<file path="config.mk">
export PLATFORM = sky130hd
export DESIGN_NAME = cpu_run_control
export DESIGN_NICKNAME = d
export VERILOG_FILES = /design/src/rtl/cpu_run_control_pkg.sv /design/src/rtl/cpu_run_control_button_debounce.sv /design/src/rtl/cpu_run_control.sv
export SDC_FILE = /design/constraint.sdc
export NUM_CORES = 1
export LEC_CHECK = 0
export CAP_MARGIN = 20
export CORE_MARGIN = 1.5
export CORE_UTILIZATION = 49
export DETAILED_ROUTE_END_ITERATION = 6
export PLACE_DENSITY = 0.76
export SLEW_MARGIN = 0
export SYNTH_ARGS = -nofsm -noshare
export SYNTH_HDL_FRONTEND = slang
export SYNTH_SLANG_ARGS = --single-unit
export TNS_END_PERCENT = 20
</file>
<file path="constraint.sdc">
create_clock -name clock_input -period 1.6 [get_ports clock_input]
set_clock_uncertainty 0.1 [all_clocks]
set_input_delay 0.16 -clock clock_input [delete_from_list [all_inputs] [get_ports clock_input]]
set_output_delay 0.16 -clock clock_input [all_outputs]
set_load 0.005 [all_outputs]
</file>
<file path="src/rtl/cpu_run_control_pkg.sv">
// Shared definitions for the CPU run/halt/step controller.
package cpu_run_control_pkg;

  typedef enum logic [1:0] {
    HALT  = 2'd0,
    RUN   = 2'd1,
    STEP  = 2'd2,
    DRAIN = 2'd3
  } run_state_t;

  // Micro-step counter value that marks an instruction boundary.
  localparam logic [1:0] STEP_BOUNDARY = 2'd0;

endpackage

</file>
<file path="src/rtl/cpu_run_control_button_debounce.sv">
// Two-flop synchronizer, stability counter and rising-edge press pulse
// for one raw front-panel button.
module button_debounce #(
  parameter int DEBOUNCE_CYCLES = 50000
) (
  input  logic clock_input,
  input  logic reset_n,
  input  logic button,
  output logic press
);

  localparam int CNT_W = (DEBOUNCE_CYCLES > 1) ? $clog2(DEBOUNCE_CYCLES) : 1;
  localparam logic [CNT_W-1:0] LAST_COUNT = CNT_W'(DEBOUNCE_CYCLES - 1);

  logic [1:0]       sync;
  logic             level;
  logic [CNT_W-1:0] count;

  // Bring the asynchronous button into the clock domain.
  always_ff @(posedge clock_input or negedge reset_n) begin
    if (!reset_n) begin
      sync <= 2'b00;
    end else begin
      sync <= {sync[0], button};
    end
  end

  // Accept a new level only after enough consecutive differing samples;
  // the counter restarts on any agreeing sample so it can never overflow.
  always_ff @(posedge clock_input or negedge reset_n) begin
    if (!reset_n) begin
      count <= '0;
      level <= 1'b0;
      press <= 1'b0;
    end else begin
      press <= 1'b0;
      if (sync[1] == level) begin
        count <= '0;
      end else if (count == LAST_COUNT) begin
        count <= '0;
        level <= sync[1];
        press <= sync[1];
      end else begin
        count <= count + CNT_W'(1);
      end
    end
  end

endmodule

</file>
<file path="src/rtl/cpu_run_control.sv">
// Run/halt/single-step controller: divides the clock into ticks and
// issues one-clock cpu_enable pulses according to the front-panel state.
module cpu_run_control
  import cpu_run_control_pkg::*;
#(
  parameter int DIV_WIDTH       = 18,
  parameter int DEBOUNCE_CYCLES = 50000,
  parameter int START_RUNNING   = 0
) (
  input  logic        clock_input,
  input  logic        reset_n,
  input  logic        run_button,
  input  logic        step_button,
  input  logic [1:0]  step,
  input  logic [15:0] pc,
  input  logic [15:0] break_addr,
  input  logic        break_enable,
  output logic        cpu_enable,
  output logic        halted,
  output logic        break_hit,
  output logic [1:0]  state
);

  localparam run_state_t RESET_STATE = (START_RUNNING != 0) ? RUN : HALT;

  run_state_t           state_q;
  logic [DIV_WIDTH-1:0] prescaler;
  logic                 tick;
  logic                 run_press;
  logic                 step_press;
  logic                 first_tick;
  logic                 break_match;

  button_debounce #(.DEBOUNCE_CYCLES(DEBOUNCE_CYCLES)) u_run_debounce (
    .clock_input (clock_input),
    .reset_n     (reset_n),
    .button      (run_button),
    .press       (run_press)
  );

  button_debounce #(.DEBOUNCE_CYCLES(DEBOUNCE_CYCLES)) u_step_debounce (
    .clock_input (clock_input),
    .reset_n     (reset_n),
    .button      (step_button),
    .press       (step_press)
  );

  assign tick        = &prescaler;
  assign break_match = break_enable && (step == STEP_BOUNDARY) && (pc == break_addr);
  assign halted      = (state_q == HALT);
  assign state       = state_q;

  // Free-running prescaler; wraps naturally after the all-ones tick cycle.
  always_ff @(posedge clock_input or negedge reset_n) begin
    if (!reset_n) begin
      prescaler <= '0;
    end else begin
      prescaler <= prescaler + DIV_WIDTH'(1);
    end
  end

  // Run-control FSM; first_tick marks the first tick after a state entry,
  // which skips the breakpoint in RUN and forces a pulse in STEP/DRAIN.
  always_ff @(posedge clock_input or negedge reset_n) begin
    if (!reset_n) begin
      state_q    <= RESET_STATE;
      cpu_enable <= 1'b0;
      break_hit  <= 1'b0;
      first_tick <= 1'b1;
    end else begin
      cpu_enable <= 1'b0;
      case (state_q)
        HALT: begin
          if (run_press) begin
            state_q    <= RUN;
            break_hit  <= 1'b0;
            first_tick <= 1'b1;
          end else if (step_press) begin
            state_q    <= STEP;
            break_hit  <= 1'b0;
            first_tick <= 1'b1;
          end
        end
        RUN: begin
          if (tick) begin
            first_tick <= 1'b0;
            if (!first_tick && break_match) begin
              state_q   <= HALT;
              break_hit <= 1'b1;
            end else begin
              cpu_enable <= 1'b1;
              if (run_press) begin
                state_q    <= DRAIN;
                first_tick <= 1'b1;
              end
            end
          end else if (run_press) begin
            state_q    <= DRAIN;
            first_tick <= 1'b1;
          end
        end
        STEP, DRAIN: begin
          if (tick) begin
            if (first_tick) begin
              cpu_enable <= 1'b1;
              first_tick <= 1'b0;
            end else if (step != STEP_BOUNDARY) begin
              cpu_enable <= 1'b1;
            end else begin
              state_q <= HALT;
            end
          end
        end
        default: state_q <= HALT;
      endcase
    end
  end

endmodule

</file>
# Yosys cells after proc, flatten, opt, wreduce, memory -nomap -nowiden
# Cells that the tools add are included.
[totals] in_bits=39 word_cells=84 reg_bits=63
[classes] bitwise=2 n_eq_ne=15 n_mux=36 reduce_logical=15 n_addsub=3
[op_table] operator="16-bit 2-to-1 mux" n=4
[op_table] operator="16-bit by 1-bit adder with 16-bit output (second input constant)" n=2
[op_table] operator="16-bit == test (second input constant)" n=2
[op_table] operator="1-bit 2-to-1 mux" n=20
[op_table] operator="18-bit by 1-bit adder with 18-bit output (second input constant)" n=1
[op_table] operator="18-bit AND reduction" n=1
[op_table] operator="16-bit == test" n=1
[op_table] operator="2-bit 2-to-1 mux" n=8
[op_table] operator="2-bit != test (second input constant)" n=5
[op_table] operator="4-bit AND reduction" n=2
[op_table] operator="2-bit one-hot mux with 3 select lines" n=1
[op_table] operator="2-bit == test (second input constant)" n=2
[op_table] operator="2-bit logical NOT" n=2
[op_table] operator="1-bit one-hot mux with 2 select lines" n=2
[op_table] operator="2-bit AND reduction" n=2
[op_table] operator="2-bit nonzero test" n=2
[op_table] operator="1-bit logical AND" n=3
[op_table] operator="3-bit by 1-bit != test with 1-bit output (second input constant)" n=1
[op_table] operator="3-bit by 2-bit != test with 1-bit output (second input constant)" n=1
[op_table] operator="1-bit one-hot mux with 3 select lines" n=1
[op_table] operator="3-bit AND reduction" n=1
[op_table] operator="1-bit == test" n=2
[op_table] operator="2-bit by 1-bit == test with 1-bit output (second input constant)" n=1
[op_table] operator="1-bit NOT" n=2
[op_table] operator="2 further kinds" n=2

# Logic depth before layout (Yosys ltp)
# Gate-level depths: netlist (run 1).
[depth] ltp_word=7 depth_mapped=6 depth_no_buf=6

# Modules after synthesis
# From an unflattened synthesis (run 1), not the netlist that was laid out.
[hier_totals] hier_cells=295 hier_area_um2=3139.3
[by_module_without_submodules] module="button_debounce" area_each_um2=968.4 seq_area_each_um2=500.5 cells_each=91 instances=2
[by_module_without_submodules] module="cpu_run_control" area_each_um2=1202.4 seq_area_each_um2=576.8 cells_each=113 instances=1

# Least setup slack after synthesis (run 1)
# OpenSTA, ideal clock, no wires.
[synth_path] kind="input to register" start="in prescaler[0]" end="reg break_hit" t_required_ps=1434 setup_time_ps=66 stages=7 setup_slack_ps=-37 arrival_time_ps=1472 cell_sequence="dfrtp_1 ha_1 nand3_4 nor3_4 and3_1 and4_4 a31o_1"
[synth_between] elab_chain_len=3
[synth_lines] item="from (decl)" line_no="cpu_run_control.sv:27" rtl="logic [DIV_WIDTH-1:0] prescaler;"
[synth_lines] item="18-bit AND reduction" line_no="cpu_run_control.sv:48" rtl="assign tick = &prescaler;"
[synth_lines] item="2-bit != test (no line)"
[synth_lines] item="4-bit AND reduction (no line)"
[synth_lines] item="to (signal assigned)" line_no="cpu_run_control.sv:68" rtl="break_hit <= 1'b0;"
[synth_lines] item="to (signal assigned)" line_no="cpu_run_control.sv:76" rtl="break_hit <= 1'b0;"
[synth_lines] item="to (signal assigned)" line_no="cpu_run_control.sv:80" rtl="break_hit <= 1'b0;"
[synth_lines] item="to (decl)" line_no="cpu_run_control.sv:20" rtl="output logic break_hit,"
# Every way passes these cells.
# A chain may end at the register's enable or synchronous reset.

# Worst setup path in the final report (run 1)
# Ends and elaborated chain as after synthesis.

==> results of run 1 <==
## cell usage after synthesis, drive strengths merged
cell type | count | area, µm²
nor3b | 2 | 15.0
nand3 | 15 | 92.6
xor2 | 27 | 236
nor2 | 50 | 190
nor4 | 1 | 6.26
dfstp | 1 | 26.3
o21ai | 4 | 20.0
and3 | 10 | 62.6
and2 | 1 | 6.26
a21oi | 8 | 40.0
a311o | 1 | 10.0
nand4 | 15 | 93.8
or2 | 2 | 12.5
o31a | 1 | 8.76
nor3 | 9 | 71.3
dfrtp | 62 | 1550
nor4b | 2 | 17.5
inv | 5 | 18.8
xnor2 | 33 | 289
mux2 | 2 | 22.5
or3 | 2 | 12.5
o211ai | 1 | 7.51
ha | 3 | 37.5
a41o | 1 | 10.0
nand2 | 27 | 101
and4 | 2 | 20.0
buf | 3 | 21.3
a31o | 2 | 17.5
## state kept, by name, summed over array words and instances, names as in the netlist
register and count:
u_step_debounce.press 1, break_hit 1, u_run_debounce.sync 2, cpu_enable 1, u_run_debounce.level 1, u_step_debounce.level 1
u_step_debounce.sync 2, state 2, u_step_debounce.count 16, prescaler 18, u_run_debounce.count 16, first_tick 1
u_run_debounce.press 1
## path summary, 6_finish.rpt
path,startpoint,cells after the start,endpoint
setup reg to reg,prescaler[0],6,break_hit
hold / removal,reset_n,2,cpu_enable
hold reg to reg,u_run_debounce.sync[0],0,u_run_debounce.sync[1]
min in group clock_input,run_button,1,u_run_debounce.sync[0]
setup / recovery,prescaler[0],6,break_hit
max in group asynchronous,reset_n,3,prescaler[7]
## power breakdown
part | internal (mW) | total, mW | switching [mW]
clock | 1.18 | 1.79 | 0.608
combinational | 0.151 | 0.247 | 0.0959
sequential | 1.61 | 1.62 | 0.0136
total | 2.95 | 3.66 | 0.718
## metal layers
metal	global-route usage (%)	part of all wire [%]	up-vias
li1	-	-	1176
met1	24.8	42	1156
met2	36.3	50	53
met3	6.22	6.9	10
met4	8.10	1.3	0
met5	0	0	-
## through the flow
stage | hold WS (ps) | TNS [ps] | instances
floorplan | -236 | 0 | 292
global placement | -16.2 | -438 | 443
detailed placement | -13.4 | -553 | 443
CTS | 151 | -11.7 | 461
global route | 157 | -763 | 464
finish | 163 | -6.76 | 464
## cell families (layout without fill, tap and decap cells)
logic type,Yosys count,count (layout),synth area share (%)
adder cells (fa/ha/maj),3,3,1.24
flip-flops,63,63,52.3
multiplexers,2,2,0.746
AND/OR/NAND/NOR,138,138,23.2
buffers and inverters,8,105,1.33
XOR/XNOR,60,60,17.4
AO/OA/AOI/OAI,18,18,3.77
## final cells by class
class	instances	share of cell area [%]
multi-input cells	221	34.7
flip-flops and latches	63	37.8
inverters	5	0.450
clock inverters	7	3.24
repair buffers	84	18.6
clock buffers	9	2.97
well taps	75	2.25
## worst max-delay path, cell delays in order, from the launching register on
cell     delay [ps]
dfrtp_1         370
ha_2            220
nand3_4          90
nor3_4          150
and3_4          220
and4_4          250
a31o_1          140
## what timing repair did
action                                  CTS  global route
pin swaps                                 3             4
setup buffers                             1             3
endpoints found under the hold margin    63             0
endpoints found under the setup margin    6            29
gates resized for setup                   9             9
hold buffers                              1             0
==> flow_metrics.env, run 1 <==
export IMPL_period_share_pct=100
export IMPL_multi_input_comb_area_um2=1450
export IMPL_post_dp_hpwl_um=4390
export IMPL_dp_worst_setup_slack_ps=-175
export IMPL_drc_errors=0
export IMPL_cts_clk_slew_worst_paths_ps=70
export IMPL_setup_violations_final=1
export IMPL_slew_viol_final=0
export IMPL_leakagePower_nw=1.86
export IMPL_die_area_um2=6640
export IMPL_crit_path_end_kind="flop"
export IMPL_cts_max_level=3
export IMPL_arrival_ps=1780
export IMPL_routed_via_density=5.16
export IMPL_violations="negative setup slack"
export IMPL_dieHeight_um=81.5
export IMPL_hold_class="in2async"
export IMPL_clock_latency_ps=330
export IMPL_drt_initial_drc_count=89
export IMPL_period_needed_ps=1610
export IMPL_syn_num_nets=334
export IMPL_tritoncts="yes"
export IMPL_initial_utilization_pct=51.0
export IMPL_postRouteWirelength_um=6280
export IMPL_synthCells=292
export IMPL_wl_per_cell_um=13.5
export IMPL_vias=2395
export IMPL_drive_gt1_share_pct=21.6
export IMPL_ff2ff_setup_slack_ps=-7
export IMPL_fill_cells=419
export IMPL_max_vdd_ir_drop_mv=0.613
export IMPL_ff_latch_area_um2=1580
export IMPL_rows=28
export IMPL_gp_congestion=0.797
export IMPL_layout_commonest_cell="dfrtp_1"
export IMPL_syn_avg_cell_area_um2=10.3
export IMPL_nets=426
export IMPL_antenna_found_initial=0
export IMPL_cp_start_kind="flop"
export IMPL_status="finished, violations left"
export IMPL_firstDrtPassIters=4
export IMPL_maxCapViolCount=0
export IMPL_grt_ovfl_total=0
export IMPL_worst_path_max_fanout=3
export IMPL_numCtsBuffers=9
export IMPL_path_class="reg2reg"
export IMPL_first_global_vias=2475
export IMPL_max_freq_mhz=622
export IMPL_worstMarginPinSlew_ps=348
export IMPL_max_slew_margin_pct=76.8
export IMPL_p_total_mw=3.66
export IMPL_setup_ws_ps=-6.76
export IMPL_p_per_area_nw_per_um2=877
export IMPL_ys_ff_latch=63
export IMPL_cts_sinks=63
export IMPL_die_w_um=81.5
export IMPL_most_common_layout_cells="dfrtp_1 (62), nor2_1 (46), clkdlybuf4s50_1 (39)"
export IMPL_io_buffer_count=43
export IMPL_final_cell_area_um2=4180
export IMPL_syn_cell_area_um2=3020
export IMPL_ant_nets=0
export IMPL_groute_usage_overall_pct=21.1
export IMPL_report_final_hold_viol_count=0
export IMPL_coreArea_um2=5920
export IMPL_grt_pass1_wl_um=10600
export IMPL_seq_area_frac_synth_pct=52.3
export IMPL_dpl_cell_area_um2=3830
export IMPL_grt_max_degree=51
export IMPL_ios=44
export IMPL_worstPathRequired_ps=1770
export IMPL_antenna_cells=0
export IMPL_synth_distinct_cells=36
export IMPL_rsz0062_at_grt="true"
export IMPL_cts_buffer_depth=2
export IMPL_area_growth_pct=38.3
export IMPL_clock_root_buffer="clkbuf_8"
export IMPL_yosysWarnings=0
export IMPL_final_util_pct=70.5
(Power assumes the default switching activity.)
==> inputs of run 2 (changes only) <==
--- a/config.mk
+++ b/config.mk
@@ -8,6 +8,7 @@
 export CAP_MARGIN = 20
 export CORE_MARGIN = 1.5
 export CORE_UTILIZATION = 49
+export CTS_CLUSTER_SIZE = 20
 export DETAILED_ROUTE_END_ITERATION = 6
 export PLACE_DENSITY = 0.76
 export SLEW_MARGIN = 0
==> constraint.sdc (replaced) <==
create_clock -name clock_input -period 1.4 [get_ports clock_input]
set_clock_uncertainty 0.1 [all_clocks]
set_input_delay 0.14 -clock clock_input [delete_from_list [all_inputs] [get_ports clock_input]]
set_output_delay 0.14 -clock clock_input [all_outputs]
set_load 0.005 [all_outputs]
==> run 2 against run 1 <==
Compared with the run above: sequential share of layout area fell by 3.4 points; power up 6.6%; the flow still finishes with violations (negative setup slack); critical endpoint is now u_step_debounce.count[15]; maximum frequency is 3.4% higher; sequential power is 14% higher; clock power barely moved; combinational power increased by 17%.
==> flow_metrics.env, run 2 (same netlist as run 1, synthesis figures left out) <==
export IMPL_postRouteWirelength_um=7000
export IMPL_initial_utilization_pct=51.0
export IMPL_status="finished, violations left"
export IMPL_wl_per_cell_um=13.8
export IMPL_drt_initial_drc_count=111
export IMPL_slew_viol_final=0
export IMPL_cts_clk_slew_worst_paths_ps=80
export IMPL_groute_usage_overall_pct=22.9
export IMPL_top_regs="prescaler (18), u_run_debounce.count (16), u_step_debounce.count (16)"
export IMPL_r2r_start="u_step_debounce.count[10]"
export IMPL_min_from="step_button"
export IMPL_cp_start_kind="flop"
export IMPL_final_cell_area_um2=4590
export IMPL_max_freq_mhz=644
export IMPL_die_area_um2=6640
export IMPL_regToRegEndpoint="u_step_debounce.count[15]"
export IMPL_rows=28
export IMPL_regMostFlops="prescaler"
export IMPL_post_dp_hpwl_um=4670
export IMPL_dpl_cell_area_um2=4110
export IMPL_hold_class="in2reg"
export IMPL_coreArea_um2=5920
export IMPL_layout_commonest_cell="buf_4"
export IMPL_arrival_ps=1720
export IMPL_largest_reg_flops=18
export IMPL_io_buffer_count=43
export IMPL_grt_ovfl_total=0
export IMPL_cts_buffer_depth=2
export IMPL_seqPwrFrac_pct=47.5
export IMPL_first_global_vias=2695
export IMPL_tritoncts="yes"
export IMPL_p_clk_share_pct=45.1
export IMPL_tns_ps=-4540
export IMPL_routed_via_density=5.09
export IMPL_period_needed_ps=1550
export IMPL_period_share_pct=111
export IMPL_crit_path_end_kind="flop"
export IMPL_violations="negative setup slack"
export IMPL_p_per_area_nw_per_um2=850
export IMPL_dieHeight_um=81.5
export IMPL_area_growth_pct=52.1
export IMPL_path_class="reg2reg"
export IMPL_cts_sinks=63
export IMPL_nets=468
export IMPL_maxCapViolCount=0
export IMPL_leakagePower_nw=2.08
export IMPL_most_common_layout_cells="buf_4 (73), dfrtp_1 (61), nor2_1 (40)"
export IMPL_clock_root_buffer="clkbuf_8"
export IMPL_worstMarginPinSlew_ps=525
export IMPL_p_sw_share_pct=21.4
export IMPL_p_int_mw=3.07
export IMPL_antenna_found_initial=0
export IMPL_ff2ff_setup_slack_ps=-150
export IMPL_p_total_mw=3.90
export IMPL_ios=44
export IMPL_clock_latency_ps=340
export IMPL_cts_max_level=3
export IMPL_ant_nets=0
export IMPL_grt_max_degree=64
export IMPL_numCtsBuffers=9
export IMPL_pwr_share_comb_pct=7.4
export IMPL_rsz0062_at_grt="true"
export IMPL_worst_path_max_fanout=3
export IMPL_max_vdd_ir_drop_mv=0.728
export IMPL_vias=2575
export IMPL_report_final_hold_viol_count=0
export IMPL_drc_errors=0
export IMPL_grt_pass1_wl_um=11500
export IMPL_endpoint="u_step_debounce.count[15]"
export IMPL_max_slew_margin_pct=64.9
export IMPL_setup_violations_final=46
export IMPL_worstPathRequired_ps=1560
export IMPL_setup_ws_ps=-153
export IMPL_worstRegToRegCells=5
export IMPL_die_w_um=81.5
export IMPL_drive_gt1_share_pct=33.2
export IMPL_firstDrtPassIters=4
export IMPL_gp_congestion=0.789
export IMPL_crit_start="u_step_debounce.count[10]"
export IMPL_antenna_cells=0
export IMPL_switching_power_mw=0.837
run 2: metal layers:
layer	GRT usage, %	wire (µm)	up-vias	share of wire (%)
met2	39.6	3650	60	52
li1	-	-	1264	-
met3	4.00	261	9	3.7
met1	28.1	3030	1242	43
met4	9.66	63	0	0.90
met5	0	0	-	0
run 2: how the worst min path moves through the flow:
| stage | end | slack (ps) | cells after the start |
|---|---|---|---|
| detailed placement | u_step_debounce.count[13] | 80 | 2 |
| global route | u_run_debounce.sync[0] | 130 | 1 |
| global placement | u_step_debounce.count[13] | 70 | 2 |
| floorplan | break_hit | -260 | 0 |
| finish | u_step_debounce.sync[0] | 150 | 1 |
| CTS | u_step_debounce.sync[0] | 140 | 1 |
run 2: critical path: stages, from the launching register on:
cell     delay (ps)
dfrtp_1         390
buf_4           140
and3_1          180
nand4_1         160
or3_1           380
a21oi_1         140
run 2: stage by stage:
step                setup slack, ps  std cells  hold slack [ps]  util [%]
finish                         -153        506              146      77.6
global route                   -213        506              134      77.6
CTS                            -173        503              137      76.0
detailed placement             -335        479             76.5      69.5
global placement               -326        479             74.1      69.5
floorplan                      -105        292             -256         -
run 2: power groups by stage:
| stage | registers [mW] | logic, mW | clock network, mW |
|---|---|---|---|
| finish | 1.85 | 0.290 | 1.76 |
| global route | 1.85 | 0.320 | 1.86 |
| CTS | 1.85 | 0.289 | 1.79 |
| detailed placement | 1.89 | 0.277 | 0 |
| global placement | 1.89 | 0.271 | 0 |
| floorplan | 1.89 | 0.0786 | 0 |
run 2: final cells by class:
class / count / area [µm²]
clock buffer: 11 / 141
clock inverter: 5 / 81.3
fill: 374 / 1330
inverter: 5 / 18.8
multi-input combinational: 222 / 1580
sequential: 63 / 1580
tap: 75 / 93.8
timing repair buffer: 125 / 1100
run 2: repair_timing:
action                                 4_1_cts  5_1_grt
buffers inserted                             6        3
resized for setup                           29       17
setup endpoints to repair                   54       55
pin swaps                                   22        8
cloned                                       1        0
endpoints found under the hold margin       63        0
hold buffers                                 1        0
==> edit: new RTL, flow settings as in run 1 <==
Change the parameter `DIV_WIDTH` from 18 to 36.
--- a/src/rtl/cpu_run_control.sv
+++ b/src/rtl/cpu_run_control.sv
@@ -3,7 +3,7 @@
 module cpu_run_control
   import cpu_run_control_pkg::*;
 #(
-  parameter int DIV_WIDTH       = 18,
+  parameter int DIV_WIDTH       = 36,
   parameter int DEBOUNCE_CYCLES = 50000,
   parameter int START_RUNNING   = 0
 ) (
Function: same outputs for any inputs over 10 cycles, from zero or initial values and one cycle with reset_n low; that may be too few to reach the edited logic, so the function may still have changed.
==> edit against run 1 <==
- the run still ends with setup timing left
- power increased by 9.6%
- setup slack got worse by 0.22 ns
- wire length increased by 37%
- clock power decreased by 6%
- core utilization increased by 0.62 points
- synthesized area increased by 27%
- die area increased by 26%
- maximum frequency decreased by 12%
- sequential cell count increased by 18
- critical path depth decreased by 1
- cell area increased by 30%
==> edit: results <==
[run_status]
outcome = "complete, but fails checks"
violations = "setup timing"

[timing]
timing.setup.tns_ns = -3.27
setup_violations = 35
worst_slack_ns = -0.222
worstMarginPinSlew_ns = 0.419

[logic_synthesis]
synth_area_leaders = "dfrtp_1 (52%), xnor2_1 (9.6%), xor2_1 (8.7%)"
yosys-top-cells-count = "dfrtp_1 (80), nor2_1 (47), xnor2_1 (42)"
synth-compound-area-share_pct = 2.35
ys_warn_count = 0
synthDistinctLibCells = 40
async_flop_share_pct = 100
synth_mux_area_share_pct = 0.589
synth_xor_area_share_pct = 18.3
yosysSeqAreaShare_pct = 53.0
syn_nets = 398
yosys.area_share.adder_pct = 0.981

[worst_setup_path]
critPathArrivalTime_ns = 1.99
cp_max_fo = 3
regToRegStartpoint = "prescaler[23]"
worstRegToRegCells = 5

[drt]
route.vias.total = 3060
dr.pass1.iters = 4
post_drt_wl_per_cell_um = 14.7
drt_first_iter_violations = 174

[grt]
antenna_found_initial = 0
grt_max_degree = 32
track_usage_pct = 20.2
grt_pass1_wl_um = 13500
grt_pass1_vias = 3030

[layout]
fillers = 499
diodes = 0
drive_above_1_share_pct = 30.2
nNetsFinal = 521
reg.largest.list = "prescaler (36), u_run_debounce.count (16), u_step_debounce.count (16)"

[placement]
hpwlAfterDp_um = 5630
pre_cts_ws_ns = -0.516
gp_congestion = 0.787

[clock_network]
clk_pin_slew_ns = 0.10
clkLatencyLatePin_ns = 0.35

[pwr]
p_int_mw = 3.09
peakVddDrop_uv = 637
power_leakage_nw = 2.49
-- edit: routing by layer --
| layer | GRT usage, % | wire (um) | vias up |
|---|---|---|---|
| met5 | 0 | 0 | - |
| met4 | 7.94 | 202 | 0 |
| met3 | 4.02 | 395 | 19 |
| met2 | 33.0 | 4320 | 77 |
| met1 | 26.5 | 3680 | 1504 |
| li1 | - | - | 1460 |
-- edit: area by class of cell --
type                    count  area share [%]
flip-flops and latches     81            37.4
multi-input cells         262            36.7
clock inverters             7            1.89
inverters                   8           0.552
repair buffers            117            18.9
well taps                 102            2.35
clock buffers               9            2.28
-- edit: cells by family (layout without fill, tap and decap cells) --
group / after synthesis / count (layout)
AOI/OAI and AO/OA: 12 / 12
xor gates and xnor gates: 80 / 80
adders and majority gates: 3 / 3
buffers and inverters: 13 / 141
DFF: 81 / 81
muxes: 2 / 2
and+or+nand+nor: 165 / 165
-- edit: power groups by stage --
stage | logic (mW) | registers (mW) | clock network [mW]
5_1_grt | 0.275 | 2.08 | 1.82
2_1_floorplan | 0.0692 | 2.11 | 0
3_3_place_gp | 0.239 | 2.12 | 0
3_5_place_dp | 0.244 | 2.12 | 0
6_report | 0.250 | 2.08 | 1.68
4_1_cts | 0.248 | 2.08 | 1.71
-- edit: worst max-delay path by stage --
stage,startpoint,endpoint,depth (start not counted)
final,prescaler[23],break_hit,5
after global routing,prescaler[26],break_hit,5
after CTS,first_tick,break_hit,5
after detailed placement,break_addr[8],break_hit,6
after global placement,step[1],break_hit,6
after floorplan,prescaler[8],break_hit,5
-- edit: critical path: stages, from the launching register on --
cell and delay [ns]:
dfrtp_1 0.36, nand4_1 0.21, nor3_2 0.32, nand4_4 0.18
or4_4 0.44, a22oi_2 0.14
-- edit: through the flow --
step / std cells / instance area (um2) / util (%) / hold WS [ns]
after global routing: 586 / 5440 / 71.1 / 0.137
after global placement: 561 / 4900 / 64.0 / -0.0335
final: 586 / 5440 / 71.1 / 0.122
after floorplan: 356 / 3870 / - / -0.236
after detailed placement: 561 / 4900 / 64.0 / -0.0320
after CTS: 582 / 5210 / 68.2 / 0.118
-- edit: timing repair --
| action | in CTS | in global routing |
|---|---|---|
| buffers inserted | 4 | 4 |
| pin swaps | 9 | 17 |
| hold endpoints to repair | 80 | 0 |
| endpoints found under the setup margin | 25 | 58 |
| hold buffers | 1 | 0 |
| resized for setup | 17 | 46 |
